==> config.mk <==
export PLATFORM = sky130hd
export DESIGN_NAME = coin_acceptor_frontend
export DESIGN_NICKNAME = d
export VERILOG_FILES = /design/src/rtl/coin_acceptor_frontend.sv
export SDC_FILE = /design/constraint.sdc
export NUM_CORES = 1
export LEC_CHECK = 0
export BUFFER_PORTS_ARGS = -buffer_cell sky130_fd_sc_hd__buf_2
export CAP_MARGIN = 20
export CELL_PAD_IN_SITES_DETAIL_PLACEMENT = 0
export CELL_PAD_IN_SITES_GLOBAL_PLACEMENT = 1
export CORE_MARGIN = 2
export CORE_UTILIZATION = 52
export DETAILED_ROUTE_END_ITERATION = 7
export GPL_ROUTABILITY_DRIVEN = 0
export GPL_TIMING_DRIVEN = 0
export PLACE_DENSITY_LB_ADDON = 0.1
export SETUP_SLACK_MARGIN = 0.2
export SYNTH_ARGS = -nofsm -noshare
export SYNTH_HDL_FRONTEND = slang
export SYNTH_SLANG_ARGS = --single-unit
==> constraint.sdc <==
create_clock -name clk -period 3.6 [get_ports clk]
set_input_delay 0.54 -clock clk [delete_from_list [all_inputs] [get_ports clk]]
set_output_delay 0.54 -clock clk [all_outputs]
set_load 0.02 [all_outputs]
==> src/rtl/coin_acceptor_frontend.sv <==
// rtl/coin_acceptor_frontend.sv - synchronize, debounce and queue three coin-sensor lines
module coin_acceptor_frontend #(
  parameter int DEBOUNCE_CYCLES = 4,
  parameter int FIFO_DEPTH      = 4
) (
  input  logic                          clk,
  input  logic                          rst,
  input  logic                          sense_25,
  input  logic                          sense_50,
  input  logic                          sense_100,
  input  logic                          out_ready,
  output logic [1:0]                    coin,
  output logic                          coin_valid,
  output logic                          jam,
  output logic                          overflow,
  output logic [$clog2(FIFO_DEPTH):0]   fifo_count
);

  localparam int                PTR_W   = $clog2(FIFO_DEPTH);
  localparam int                CNT_W   = PTR_W + 1;
  localparam logic [7:0]        DB_LAST = 8'(DEBOUNCE_CYCLES - 1);
  localparam logic [CNT_W-1:0]  DEPTH   = CNT_W'(FIFO_DEPTH);

  // Line index 0 = 25c, 1 = 50c, 2 = 1 birr; coin code is index + 1.
  logic [2:0] raw;
  logic [2:0] s1;
  logic [2:0] s2;
  logic [2:0] f;
  logic [2:0] f_d;
  logic [2:0] rise;
  logic [7:0] db_cnt [3];

  logic             push;
  logic             multi;
  logic [1:0]       push_code;
  logic             pop;
  logic             push_ok;
  logic             drop;
  logic             full;
  logic             empty;
  logic [PTR_W-1:0] wr_ptr;
  logic [PTR_W-1:0] rd_ptr;
  logic [CNT_W-1:0] count;
  logic [1:0]       mem [FIFO_DEPTH];

  assign raw  = {sense_100, sense_50, sense_25};
  assign rise = f & ~f_d;

  // Two-flop synchronizer per raw sensor line.
  always_ff @(posedge clk) begin
    if (rst) begin
      s1 <= '0;
      s2 <= '0;
    end else begin
      s1 <= raw;
      s2 <= s1;
    end
  end

  // Debounce: the filtered level follows s2 only after it has disagreed for DEBOUNCE_CYCLES edges.
  always_ff @(posedge clk) begin
    if (rst) begin
      f   <= '0;
      f_d <= '0;
      for (int i = 0; i < 3; i++) db_cnt[i] <= '0;
    end else begin
      f_d <= f;
      for (int i = 0; i < 3; i++) begin
        if (s2[i] == f[i]) begin
          db_cnt[i] <= '0;
        end else if (db_cnt[i] == DB_LAST) begin
          f[i]      <= s2[i];
          db_cnt[i] <= '0;
        end else begin
          db_cnt[i] <= db_cnt[i] + 8'd1;
        end
      end
    end
  end

  // Arbitrate same-cycle filtered rises: a lone rise pushes its code, several rises are a jam.
  always_comb begin
    push      = 1'b0;
    multi     = 1'b0;
    push_code = 2'b00;
    case (rise)
      3'b000: ;
      3'b001: begin push = 1'b1; push_code = 2'b01; end
      3'b010: begin push = 1'b1; push_code = 2'b10; end
      3'b100: begin push = 1'b1; push_code = 2'b11; end
      default: multi = 1'b1;
    endcase
  end

  assign full    = (count == DEPTH);
  assign empty   = (count == '0);
  // A pop in the same cycle frees a slot, so a push into a full queue survives it.
  assign pop     = !empty && (!coin_valid || out_ready);
  assign push_ok = push && (!full || pop);
  assign drop    = push && full && !pop;

  // Queue storage; contents need no reset since the pointers and count define validity.
  always_ff @(posedge clk) begin
    if (!rst && push_ok) mem[wr_ptr] <= push_code;
  end

  // Queue pointers and occupancy; power-of-two depth lets the pointers wrap naturally.
  always_ff @(posedge clk) begin
    if (rst) begin
      wr_ptr <= '0;
      rd_ptr <= '0;
      count  <= '0;
    end else begin
      if (push_ok) wr_ptr <= wr_ptr + 1'b1;
      if (pop)     rd_ptr <= rd_ptr + 1'b1;
      count <= count + CNT_W'(push_ok) - CNT_W'(pop);
    end
  end

  // Output register, jam pulse and sticky overflow flag.
  always_ff @(posedge clk) begin
    if (rst) begin
      coin       <= 2'b00;
      coin_valid <= 1'b0;
      jam        <= 1'b0;
      overflow   <= 1'b0;
    end else begin
      jam <= multi;
      if (drop) overflow <= 1'b1;
      if (pop) begin
        coin       <= mem[rd_ptr];
        coin_valid <= 1'b1;
      end else if (coin_valid && out_ready) begin
        coin       <= 2'b00;
        coin_valid <= 1'b0;
      end
    end
  end

  assign fifo_count = count;

endmodule
==> out/qor.csv <==
metric,value,unit
netlist-cell-type-count,37,
critPathRequiredTime,3.79,ns
placed_cell_area,0.00283,mm2
top_layer,met4,
die_area,0.00557,mm2
io_buffer_count,12,
synthCells,230,
dp.final_hpwl,2980,um
period_minus_slack,2.42,ns
worst-path-max-fanout,7,
ir_drop,0.000299,V
std_cell_rows,25,
wl,4170,um
ant_nets,0,
setup_violations,0,
ys_seq_area_frac,0.571,
worstSetupStartpointType,register,
fill_cells,421,
yosys.area.top_type_share,0.370,
routed-wl-met2,1990,um
maxCapViolCount,0,
area_growth,15.1,%
power.density,535,mW/mm2
multi_input_area,0.00116,mm2
finalCritPeriodShare,0.672,
fmax,0.413,GHz
grt_use_total,0.173,
crit_type,register to register,
hold_violations,0,
drt_pass1_iterations,4,
die_w,74.7,um
rsz0062_at_grt,false,
wl_met1,1980,um
p_leak,1.21,nW
reg2regPathDepth,10,
antenna_found_initial,0,
cts_sinks,58,
coreArea,0.00475,mm2
vias_per_cell,4.92,
root_buffer,clkbuf_8,
slew_violations,0,
synth.largest_area_cell,edfxtp_1,
initial_utilization,0.546,
wl_per_cell,12.0,um
skew,0.00794,ns
cts-resized-gates,0,
ios,14,
die_h,74.7,um
yosys_warnings,0,
path_cells,and2b_1 > o21ai_0 > o211a_2 > mux2_2 > ha_1 > inv_1 > fa_1 > xor2_1 > xnor2_1 > nor2_1,
critPathArrivalTime,2.61,ns
end_kind,register,
postCtsHoldBufs,0,
seq_area,0.00148,mm2
postCtsSetupBuffers,0,
synth_area,0.00260,mm2
grt_max_degree,11,
drive_gt1_frac,0.117,
synth.area.top_cells,"edfxtp_1 (37%), dfxtp_1 (20%), nor2_1 (5.8%)",
final_cell_area,0.00299,mm2
crit_slowest_cell,fa_1,
clockBufferDepth,2,
syn_avg_cell_area,11.3,um2
holdPathStages,2,
cts.clk_slew.worst_paths,0.07,ns
grt_pass1_vias,1647,
synth-seq-cells,58,
outcome,completed,
htreeDepth,3,
drc,0,
nNetsFinal,291,
wl_met3,149,um
cts_buffers,9,
antenna_cells,0,
tns,0,ns
drt_iter0_drc,134,
vias,1711,
hold_path.class,input pin to register,
worstSkewPairLatency,0.33,ns
cts_tree,done,
slowest_delay,0.37,ns
grt_pass1_wl,6940,um
overflow,0,
[worst max-delay path: cells and delay by family (launching register included)]
family          cells  cell delay (ns)
simple gates        2             0.29
fa+ha+maj           2             0.50
xor+xnor            2             0.32
mux                 1             0.18
buf+inv             1             0.05
flops               1             0.34
compound gates      2             0.62
[area by class of cell]
class | instances | share of cell area
Tap cell | 67 | 0.0280
Sequential cell | 58 | 0.496
Clock inverter | 5 | 0.00712
Multi-Input combinational cell | 185 | 0.389
Inverter | 6 | 0.00753
Clock buffer | 11 | 0.0473
Buffer | 4 | 0.00544
Timing Repair Buffer | 12 | 0.0201
[path summary, 6_finish.rpt]
path	from	slack (ns)	to
max	f[1]	1.18	fifo_count[2]
max reg2reg	f[1]	1.18	fifo_count[2]
min	sense_50	0.43	s1[1]
min reg2reg	s1[2]	0.44	s2[2]
[registers in the layout, summed over array words and instances, names as in the netlist, named ones only]
name,count
mem,8
f,3
coin,2
jam,1
fifo_count,3
s2,3
s1,3
rd_ptr,2
f_d,3
coin_valid,1
db_cnt,24
wr_ptr,2
overflow,1
[routing by layer]
layer / global-route usage / vias to the layer above
met3: 0.0683 / 4
li1: - / 865
met4: 0.0933 / 0
met5: 0 / -
met1: 0.205 / 813
met2: 0.270 / 29
[synthesized netlist by cell type]
master     number
nor2_1         40
edfxtp_1       32
dfxtp_1        26
nand3_1        14
xor2_1         14
xnor2_1        13
nor2b_1        12
and3_1         11
nand2_1        11
ha_1            8
inv_1           6
mux2i_1         4
a21oi_1         3
nor3_1          3
o21ai_0         3
a31oi_1         2
and2b_1         2
and4_1          2
clkbuf_1        2
mux4_2          2
nand2b_1        2
nor4_1          2
o2111ai_1       2
and2_1          1
and2b_4         1
buf_1           1
buf_2           1
conb_1          1
fa_1            1
mux2_1          1
mux2_2          1
nor3b_2         1
o211a_2         1
o31ai_1         1
or2_2           1
or3_1           1
or4_4           1
[layout by cell type (no fill, tap or decap), drive strengths merged, types with 3 or more instances in the layout]
cell,synthesis,routed
a21oi,3,3
and2b,3,3
and3,11,11
buf,2,14
clkbuf,2,13
clkinv,0,5
conb,1,24
dfxtp,26,26
edfxtp,32,32
ha,8,8
inv,6,6
mux2i,4,4
nand2,11,11
nand3,14,14
nor2,40,40
nor2b,12,12
nor3,3,3
o21ai,3,3
xnor2,13,13
xor2,14,14
[where the power goes]
group	switching, mW	internal, mW	total [mW]
clock network	0.240	0.259	0.499
logic	0.153	0.128	0.282
registers	0.0584	0.758	0.817
total	0.452	1.15	1.60
[stage by stage]
stage | total power [mW] | utilization | std cells | setup WS (ns) | hold WS (ns)
2_1_floorplan | 1.04 | - | 253 | 1.43 | 0.414
3_3_place_gp | 1.10 | 0.594 | 332 | 1.25 | 0.418
3_5_place_dp | 1.11 | 0.594 | 332 | 1.19 | 0.425
4_1_cts | 1.62 | 0.629 | 348 | 1.16 | 0.416
5_1_grt | 1.69 | 0.629 | 348 | 1.04 | 0.416
6_report | 1.60 | 0.629 | 348 | 1.18 | 0.430
[cells by family after synthesis]
kind of cell	Yosys count	share of synthesized area
compound gates	12	0.0299
xor+xnor	27	0.0911
flops	58	0.571
simple gates	105	0.204
other cells	1	0.00144
fa+ha+maj	9	0.0463
mux	8	0.0414
buf+inv	10	0.0149
Power figures use the tool's default switching activity.
